==> config.mk <==
export PLATFORM = sky130hd
export DESIGN_NAME = keyboard_matrix_q
export DESIGN_NICKNAME = d
export VERILOG_FILES = /design/src/rtl/keyboard_matrix_q.sv
export SDC_FILE = /design/constraint.sdc
export NUM_CORES = 1
export LEC_CHECK = 0
export ABC_AREA = 0
export ABC_CLOCK_PERIOD_IN_PS = 2800
export CAP_MARGIN = 30
export CORE_AREA = 2 2 132 102
export DETAILED_ROUTE_END_ITERATION = 7
export DIE_AREA = 0 0 134 104
export PLACE_DENSITY_LB_ADDON = 0.1
export SKIP_CTS_REPAIR_TIMING = 1
export SLEW_MARGIN = 10
export SYNTH_ARGS = -nofsm -noshare
export SYNTH_HDL_FRONTEND = slang
export SYNTH_SLANG_ARGS = --single-unit
export TNS_END_PERCENT = 50
==> constraint.sdc <==
create_clock -name clk_sys -period 2.8 [get_ports clk_sys]
set_input_delay 0.56 -clock clk_sys [delete_from_list [all_inputs] [get_ports clk_sys]]
set_output_delay 0.56 -clock clk_sys [all_outputs]
set_load 0.03 [all_outputs]
==> src/rtl/keyboard_matrix_q.sv <==
// Scancode-to-matrix keyboard: queues PS/2 events, maps each one through an external ROM
// and keeps a probe-able key matrix that enforces a minimum press duration.
module keyboard_matrix_q #(
    parameter int unsigned ROWS       = 8,
    parameter int unsigned COLS       = 8,
    parameter int unsigned FIFO_DEPTH = 4,
    parameter int unsigned MIN_HOLD   = 65536,
    parameter logic [8:0]  RST_CODE   = 9'h078,
    parameter logic [8:0]  NMI_CODE   = 9'h009,
    localparam int unsigned RW = (ROWS > 1) ? $clog2(ROWS) : 1,
    localparam int unsigned CW = (COLS > 1) ? $clog2(COLS) : 1
) (
    input  logic            clk_sys,
    input  logic            reset_n,
    input  logic            key_strobe,
    input  logic            key_pressed,
    input  logic            key_extended,
    input  logic [7:0]      key_code,
    input  logic            clear_all,
    output logic [8:0]      map_addr,
    input  logic [RW+CW:0]  map_data,
    input  logic [RW-1:0]   row,
    input  logic [COLS-1:0] col,
    output logic            key_hit,
    output logic            swrst,
    output logic            swnmi,
    output logic            overflow,
    output logic            busy
);

    localparam int unsigned AW = (FIFO_DEPTH > 1) ? $clog2(FIFO_DEPTH) : 1;
    localparam int unsigned HW = (MIN_HOLD > 0) ? $clog2(MIN_HOLD + 1) : 1;

    typedef enum logic [1:0] {StIdle, StLookup, StApply} state_e;

    state_e                    state_q, state_d;
    logic [9:0]                fifo_q [FIFO_DEPTH];
    logic [9:0]                fifo_d [FIFO_DEPTH];
    logic [AW-1:0]             wr_ptr_q, wr_ptr_d;
    logic [AW-1:0]             rd_ptr_q, rd_ptr_d;
    logic [AW:0]               count_q, count_d;
    logic [9:0]                ev_q, ev_d;
    logic [8:0]                map_addr_q, map_addr_d;
    logic [ROWS-1:0][COLS-1:0] matrix_q, matrix_d;
    logic [COLS-1:0]           row_vec_q, row_vec_d;
    logic [HW-1:0]             hold_q, hold_d;
    logic                      swrst_q, swrst_d;
    logic                      swnmi_q, swnmi_d;
    logic                      ovf_q, ovf_d;

    logic          full, pop, push, special, map_valid;
    logic [RW-1:0] map_row;
    logic [CW-1:0] map_col;

    assign map_valid = map_data[RW+CW];
    assign map_row   = map_data[RW+CW-1:CW];
    assign map_col   = map_data[CW-1:0];
    assign full      = (count_q == (AW+1)'(FIFO_DEPTH));
    assign pop       = (state_q == StIdle) && (count_q != '0) && !clear_all;
    // A pop in the same cycle frees a slot, so a push into a full queue still succeeds.
    assign push      = key_strobe && (!full || pop) && !clear_all;
    assign special   = (ev_q[8:0] == RST_CODE) || (ev_q[8:0] == NMI_CODE);

    always_comb begin
        state_d    = state_q;
        fifo_d     = fifo_q;
        wr_ptr_d   = wr_ptr_q;
        rd_ptr_d   = rd_ptr_q;
        count_d    = count_q + (AW+1)'(push) - (AW+1)'(pop);
        ev_d       = ev_q;
        map_addr_d = map_addr_q;
        matrix_d   = matrix_q;
        hold_d     = (hold_q != '0) ? hold_q - HW'(1) : hold_q;
        swrst_d    = swrst_q;
        swnmi_d    = swnmi_q;
        ovf_d      = ovf_q | (key_strobe & ~push);
        row_vec_d  = (int'(row) < ROWS) ? matrix_q[row] : '0;

        if (push) begin
            fifo_d[wr_ptr_q] = {key_pressed, key_extended, key_code};
            wr_ptr_d         = wr_ptr_q + AW'(1);
        end
        if (pop) begin
            ev_d       = fifo_q[rd_ptr_q];
            map_addr_d = fifo_q[rd_ptr_q][8:0];
            rd_ptr_d   = rd_ptr_q + AW'(1);
        end

        unique case (state_q)
            StIdle: begin
                if (pop) state_d = StLookup;
            end
            StLookup: state_d = StApply;
            StApply: begin
                // Releases wait out the hold window so short taps stay visible to the scan.
                if (ev_q[9] || hold_q == '0) begin
                    if (ev_q[8:0] == RST_CODE) swrst_d = ev_q[9];
                    if (ev_q[8:0] == NMI_CODE) swnmi_d = ev_q[9];
                    if (!special && map_valid && int'(map_row) < ROWS && int'(map_col) < COLS) begin
                        matrix_d[map_row][map_col] = ev_q[9];
                    end
                    if (ev_q[9]) hold_d = HW'(MIN_HOLD);
                    state_d = StIdle;
                end
            end
            default: state_d = StIdle;
        endcase

        if (clear_all) begin
            state_d  = StIdle;
            wr_ptr_d = '0;
            rd_ptr_d = '0;
            count_d  = '0;
            matrix_d = '0;
            hold_d   = '0;
            swrst_d  = 1'b0;
            swnmi_d  = 1'b0;
            ovf_d    = 1'b0;
        end
    end

    always_ff @(posedge clk_sys or negedge reset_n) begin
        if (!reset_n) begin
            state_q    <= StIdle;
            fifo_q     <= '{default: '0};
            wr_ptr_q   <= '0;
            rd_ptr_q   <= '0;
            count_q    <= '0;
            ev_q       <= '0;
            map_addr_q <= '0;
            matrix_q   <= '0;
            row_vec_q  <= '0;
            hold_q     <= '0;
            swrst_q    <= 1'b0;
            swnmi_q    <= 1'b0;
            ovf_q      <= 1'b0;
        end else begin
            state_q    <= state_d;
            fifo_q     <= fifo_d;
            wr_ptr_q   <= wr_ptr_d;
            rd_ptr_q   <= rd_ptr_d;
            count_q    <= count_d;
            ev_q       <= ev_d;
            map_addr_q <= map_addr_d;
            matrix_q   <= matrix_d;
            row_vec_q  <= row_vec_d;
            hold_q     <= hold_d;
            swrst_q    <= swrst_d;
            swnmi_q    <= swnmi_d;
            ovf_q      <= ovf_d;
        end
    end

    assign map_addr = map_addr_q;
    assign key_hit  = |(row_vec_q & ~col);
    assign swrst    = swrst_q;
    assign swnmi    = swnmi_q;
    assign overflow = ovf_q;
    assign busy     = (count_q != '0) || (state_q != StIdle);

endmodule

---- After elaboration in Yosys (flattened, before gate mapping) ----
Cells that the tools add are included.
word-level totals
  register bits ........................... 160
  output and inout port bits .............. 14
  logic and storage cells ................. 122
  bits of input ports ..................... 32
cells by class
  reduce and logical (&&, ||, !) cells .... 32
  bitwise operators ....................... 7
  equality and inequality tests ........... 7
  muxes and demuxes ....................... 40
  $lt $le $gt $ge ......................... 8
  $add $sub $neg .......................... 5
operators with widths
  operator                                                    count
  2-to-1 mux 64 bit                                           4
  2-to-1 mux 17 bit                                           5
  bitwise mux 64 bit                                          1
  bitwise mux 40 bit                                          1
  2-to-1 mux 10 bit                                           3
  binary-select mux 8 bit (select 3 bit)                      1
  demux 8 bit (select 3 bit)                                  1
  binary-select mux 10 bit (select 2 bit)                     1
  demux 10 bit (select 2 bit)                                 1
  logical NOT 17 bit                                          1
  nonzero test 17 bit                                         1
  subtractor 17 x 1 -> 17 bit, second input constant          1
  2-to-1 mux 8 bit                                            2
  nonzero test 2 bit                                          8
  2-to-1 mux 2 bit                                            7
  less-than comparator 3 x 4 -> 1 bit, second input constant  3
  2-to-1 mux 1 bit                                            10
  equality test 9 x 4 -> 1 bit, second input constant         1
  equality test 9 x 7 -> 1 bit, second input constant         1
  AND reduction 3 bit                                         3
  AND 8 bit                                                   1
  logical AND 1 bit                                           8
  NOT 8 bit                                                   1
  OR reduction 8 bit                                          1
  other kinds (22)                                            32

---- Logic depth before layout (Yosys ltp) ----
  depth after elaboration ................. 11
  mapped depth ............................ 12
  mapped depth without buffers ............ 11

---- Worst setup path after synthesis ----
OpenSTA, ideal clock, no wires.
  path type ............................... input -> register
  from .................................... input port clear_all
  to ...................................... register count_q[2]
  path slack .............................. 64 ps
  buffers on the path ..................... 1
  stages on the path ...................... 12
  arrival ................................. 2,605 ps
  cells stage by stage .................... buf_2 -> nor3_1 -> o41ai_1 -> nor2_1 -> inv_1 -> ha_1 -> inv_1 -> ha_1 -> inv_1 -> fa_1 -> xnor2_1 -> nor2_1
between the ends
  word-level cells in the longest chain between the ends .. 8
ends and longest elaborated chain
  item                            line    text
  start, declared                 19      input logic clear_all,
  logical NOT 1 bit               59, 61
  logical AND 1 bit               59      assign pop = (state_q == StIdle) && (count_q != '0) && !clear_all;
  logical OR 1 bit                61      assign push = key_strobe && (!full || pop) && !clear_all;
  logical AND 1 bit (2 in a row)  61
  adder 3 x 1 -> 3 bit            69      count_d = count_q + (AW+1)'(push) - (AW+1)'(pop);
  subtractor 3 x 1 -> 3 bit       69
  2-to-1 mux 3 bit (*)            109     if (clear_all) begin
  via count_d[2]                  41      logic [AW:0] count_q, count_d;
  end signal, assigned            142     count_q <= count_d;
  end, declared                   41
The timed path passes the listed nets; every way through them passes the cells marked *.
A chain may end at the register's enable or synchronous reset.

---- Final worst setup path ----
  from .................................... register hold_q[0]
  to ...................................... register matrix_q[42] in the netlist's numbering
between the ends
  word-level cells in the longest chain between the ends .. 4
ends and longest elaborated chain
  item                           line  text
  start, declared                46    logic [HW-1:0] hold_q, hold_d;
  start signal, assigned         147   hold_q <= hold_d;
  logical NOT 17 bit             96    if (ev_q[9] || hold_q == '0) begin
  logical OR 1 bit               96
  nonzero test 2 bit (no line)   n/a
  AND reduction 3 bit (no line)  n/a
  end signal, assigned           145   matrix_q <= matrix_d;
  end, declared                  44    logic [ROWS-1:0][COLS-1:0] matrix_q, matrix_d;
No other way between the ends.

==> flow_metrics.tcl <==
set metrics [dict create \
    multi_input_area_mm2 0.003259 \
    cp.required_ns 3.03 \
    fp.dieW_um 134 \
    fin_crit_sh_pct 94.81 \
    maxSlewHeadroom_pct 32.72 \
    cp.arrival_ns 2.89 \
    wl_um 16530 \
    drv_cap 0 \
    drive_above_1_share_pct 25.04 \
    num_io_pins 46 \
    drtPass1Iterations 5 \
    cts_tree "built" \
    synth_cell_types 50 \
    grt_pass1_vias 5182 \
    max-vdd-ir-drop_mv 0.6414 \
    max_freq_mhz 376.7 \
    numPortBuffers 45 \
    diodes 0 \
    via_count 5081 \
    vias_per_cell 6.122 \
    tightest_slew_ns 1.002 \
    synth.net_count 633 \
    rsz0062_at_grt "no" \
    drtIter0Drc 488 \
    cts-root-buf "clkbuf_16" \
    cts_buffers 17 \
    reg2regPathDepth 7 \
    hp-class "in -> async" \
    max_stage_delay_ns 0.88 \
    grt_max_degree 69 \
    layout_min_cycle_time_ns 2.655 \
    antenna_found_initial 0 \
    die_area_mm2 0.01394 \
    busiest_layer "met1" \
    grt-ovfl-total 0 \
    final-instance-count-excl-fill 830 \
    clock_sinks 151 \
    postPlaceCellArea_mm2 0.007998 \
    met1_usage_pct 37.93 \
    dp_slack_ns -0.007461 \
    cts-htree-levels 4 \
    setup.worst_path.start_class "flop" \
    slew_violations 0 \
    crit_fanout 16 \
    ys_ff_latch 151 \
    setup_slack_ns 0.1453 \
    p_per_area_mw_per_mm2 918.2 \
    gp_congestion 0.7915 \
    dp_hpwl_um 10950 \
    leakagePower_nw 3.639 \
    crit_type "reg -> reg" \
    syn_area_mm2 0.007315 \
    mostFrequentLayoutCells "dfrtp_1 (151), a21oi_1 (73), a211oi_1 (65)" \
    fin_skew_ns 0.009148 \
    grt_usage_pct 25.35 \
    setup_violations 0 \
    worst_skew_pair.late_latency_ns 0.42 \
    met3_usage_pct 6.823 \
    synth_seq_area_share_pct 51.66 \
    postSynthCellCount 592 \
    stdcell_area_mm2 0.008640 \
    synth.avg_cell_area_um2 12.36 \
    hold_violations 0 \
    final_nets 688 \
    cpMaxStageDelayCell "nor4_4" \
    core_mm2 0.01266 \
    yosysWarningCount 0 \
    grt_pass1_wl_um 27400 \
    ant_nets 0 \
    clk_pin_slew_ns 0.06 \
    die_h_um 104 \
    whs_ns 0.1286 \
    path_cells "inv_1 > ha_1 > nor3b_1 > and2_1 > a21oi_4 > nor4_4 > a211oi_1" \
    cp_num_buf_inv 1 \
    outcome "completed" \
    cp-end-kind "flop" \
    regArea_mm2 0.003779 \
    drc 0 \
    wire_per_inst_um 19.91 \
    rows 36 \
    crit_family "simple AND/OR/NAND/NOR gates" \
    syn_to_final_growth_pct 18.12 \
    start_util_pct 57.79 \
    final_common_cell "dfrtp_1" \
    clockBufferDepth 2 \
    nFillCells 900 \
    placed_cells 799 \
    grtUsageMet2_pct 37.22 \
    path_depth 7 \
]
synthesized netlist by cell type, drive strengths merged:
| library cell | instances | area, µm² |
|---|---|---|
| nor4b | 2 | 17.52 |
| or2 | 2 | 12.52 |
| nand3b | 3 | 22.52 |
| o211a | 1 | 10.01 |
| xnor2 | 6 | 52.55 |
| nand4b | 2 | 17.52 |
| nand3 | 3 | 15.01 |
| o21ai | 2 | 10.01 |
| or3b | 1 | 8.760 |
| nor3 | 19 | 138.9 |
| nor3b | 2 | 15.01 |
| and2 | 1 | 6.260 |
| mux4 | 26 | 585.6 |
| nor4 | 7 | 110.1 |
| mux2 | 58 | 653.1 |
| o22ai | 4 | 25.02 |
| nand2 | 15 | 66.31 |
| o41ai | 1 | 8.760 |
| ha | 8 | 100.1 |
| nand4 | 5 | 31.28 |
| o211ai | 2 | 15.01 |
| a21bo | 1 | 10.01 |
| and4b | 2 | 20.02 |
| and3 | 1 | 6.260 |
| clkbuf | 14 | 52.55 |
| o31ai | 1 | 7.510 |
| a211oi | 65 | 488.0 |
| mux2i | 4 | 40.04 |
| fa | 1 | 20.02 |
| nor2 | 39 | 146.4 |
| a21oi | 74 | 381.6 |
| nand2b | 9 | 56.30 |
| inv | 17 | 63.81 |
| nor2b | 4 | 25.02 |
| or4 | 1 | 7.510 |
| dfrtp | 151 | 3779 |
| or3 | 3 | 23.77 |
| buf | 23 | 160.2 |
| xor2 | 12 | 105.1 |
per-stage QoR:
stage,power [W],utilization [%],setup TNS [ns]
6_report,0.007933,68.26,0
5_1_grt,0.008326,68.26,0
4_1_cts,0.007966,68.24,-0.01336
3_5_place_dp,0.005484,63.19,-0.007461
3_3_place_gp,0.005369,63.19,0
2_1_floorplan,0.004811,-,0
cell families after synthesis:
group                    synth area share [%]
multiplexers                            17.48
AND/OR/NAND/NOR                         10.21
adder cells (fa/ha/maj)                 1.642
XOR/XNOR                                2.155
buffers and inverters                   3.780
AO/OA/AOI/OAI                           13.07
flip-flops                              51.66
layout make-up:
class / count / area share [%]
flip-flops and latches: 151 / 43.74
repair buffers: 73 / 7.922
clock inverters: 9 / 1.680
well taps: 171 / 2.476
multi-input cells: 387 / 37.73
clock buffers: 22 / 5.720
inverters: 17 / 0.7386
where the power goes:
group | leakage [nW] | internal, W | switching, W
logic | 1.30 | 0.00119 | 0.00126
registers | 2.02 | 0.00266 | 0.000372
clock network | 0.322 | 0.00160 | 0.000850
total | 3.64 | 0.00545 | 0.00248
final timing paths:
path	startpoint	endpoint	slack, ns
setup / recovery	hold_q[0]	matrix_q[42]	0.15
hold / removal	reset_n	hold_q[4]	0.13
setup reg to reg	hold_q[0]	matrix_q[42]	0.15
hold reg to reg	fifo_q[24]	fifo_q[24]	0.50
max in group asynchronous	reset_n	fifo_q[0]	1.97
min in group clk_sys	fifo_q[24]	fifo_q[24]	0.50
per-layer routing:
layer	share of wire (%)	vias to the layer above
met3	6.5	14
met5	0	-
li1	-	2314
met2	47	172
met4	0.56	0
met1	46	2581
sequential cells by signal, indices dropped and copies added, names as in the netlist:
signal / count
count_q: 3
ev_q: 10
fifo_q: 40
hold_q: 17
matrix_q: 64
overflow: 1
rd_ptr_q: 2
row_vec_q: 8
state_q: 2
swnmi: 1
swrst: 1
wr_ptr_q: 2
(Power assumes the default switching activity.)
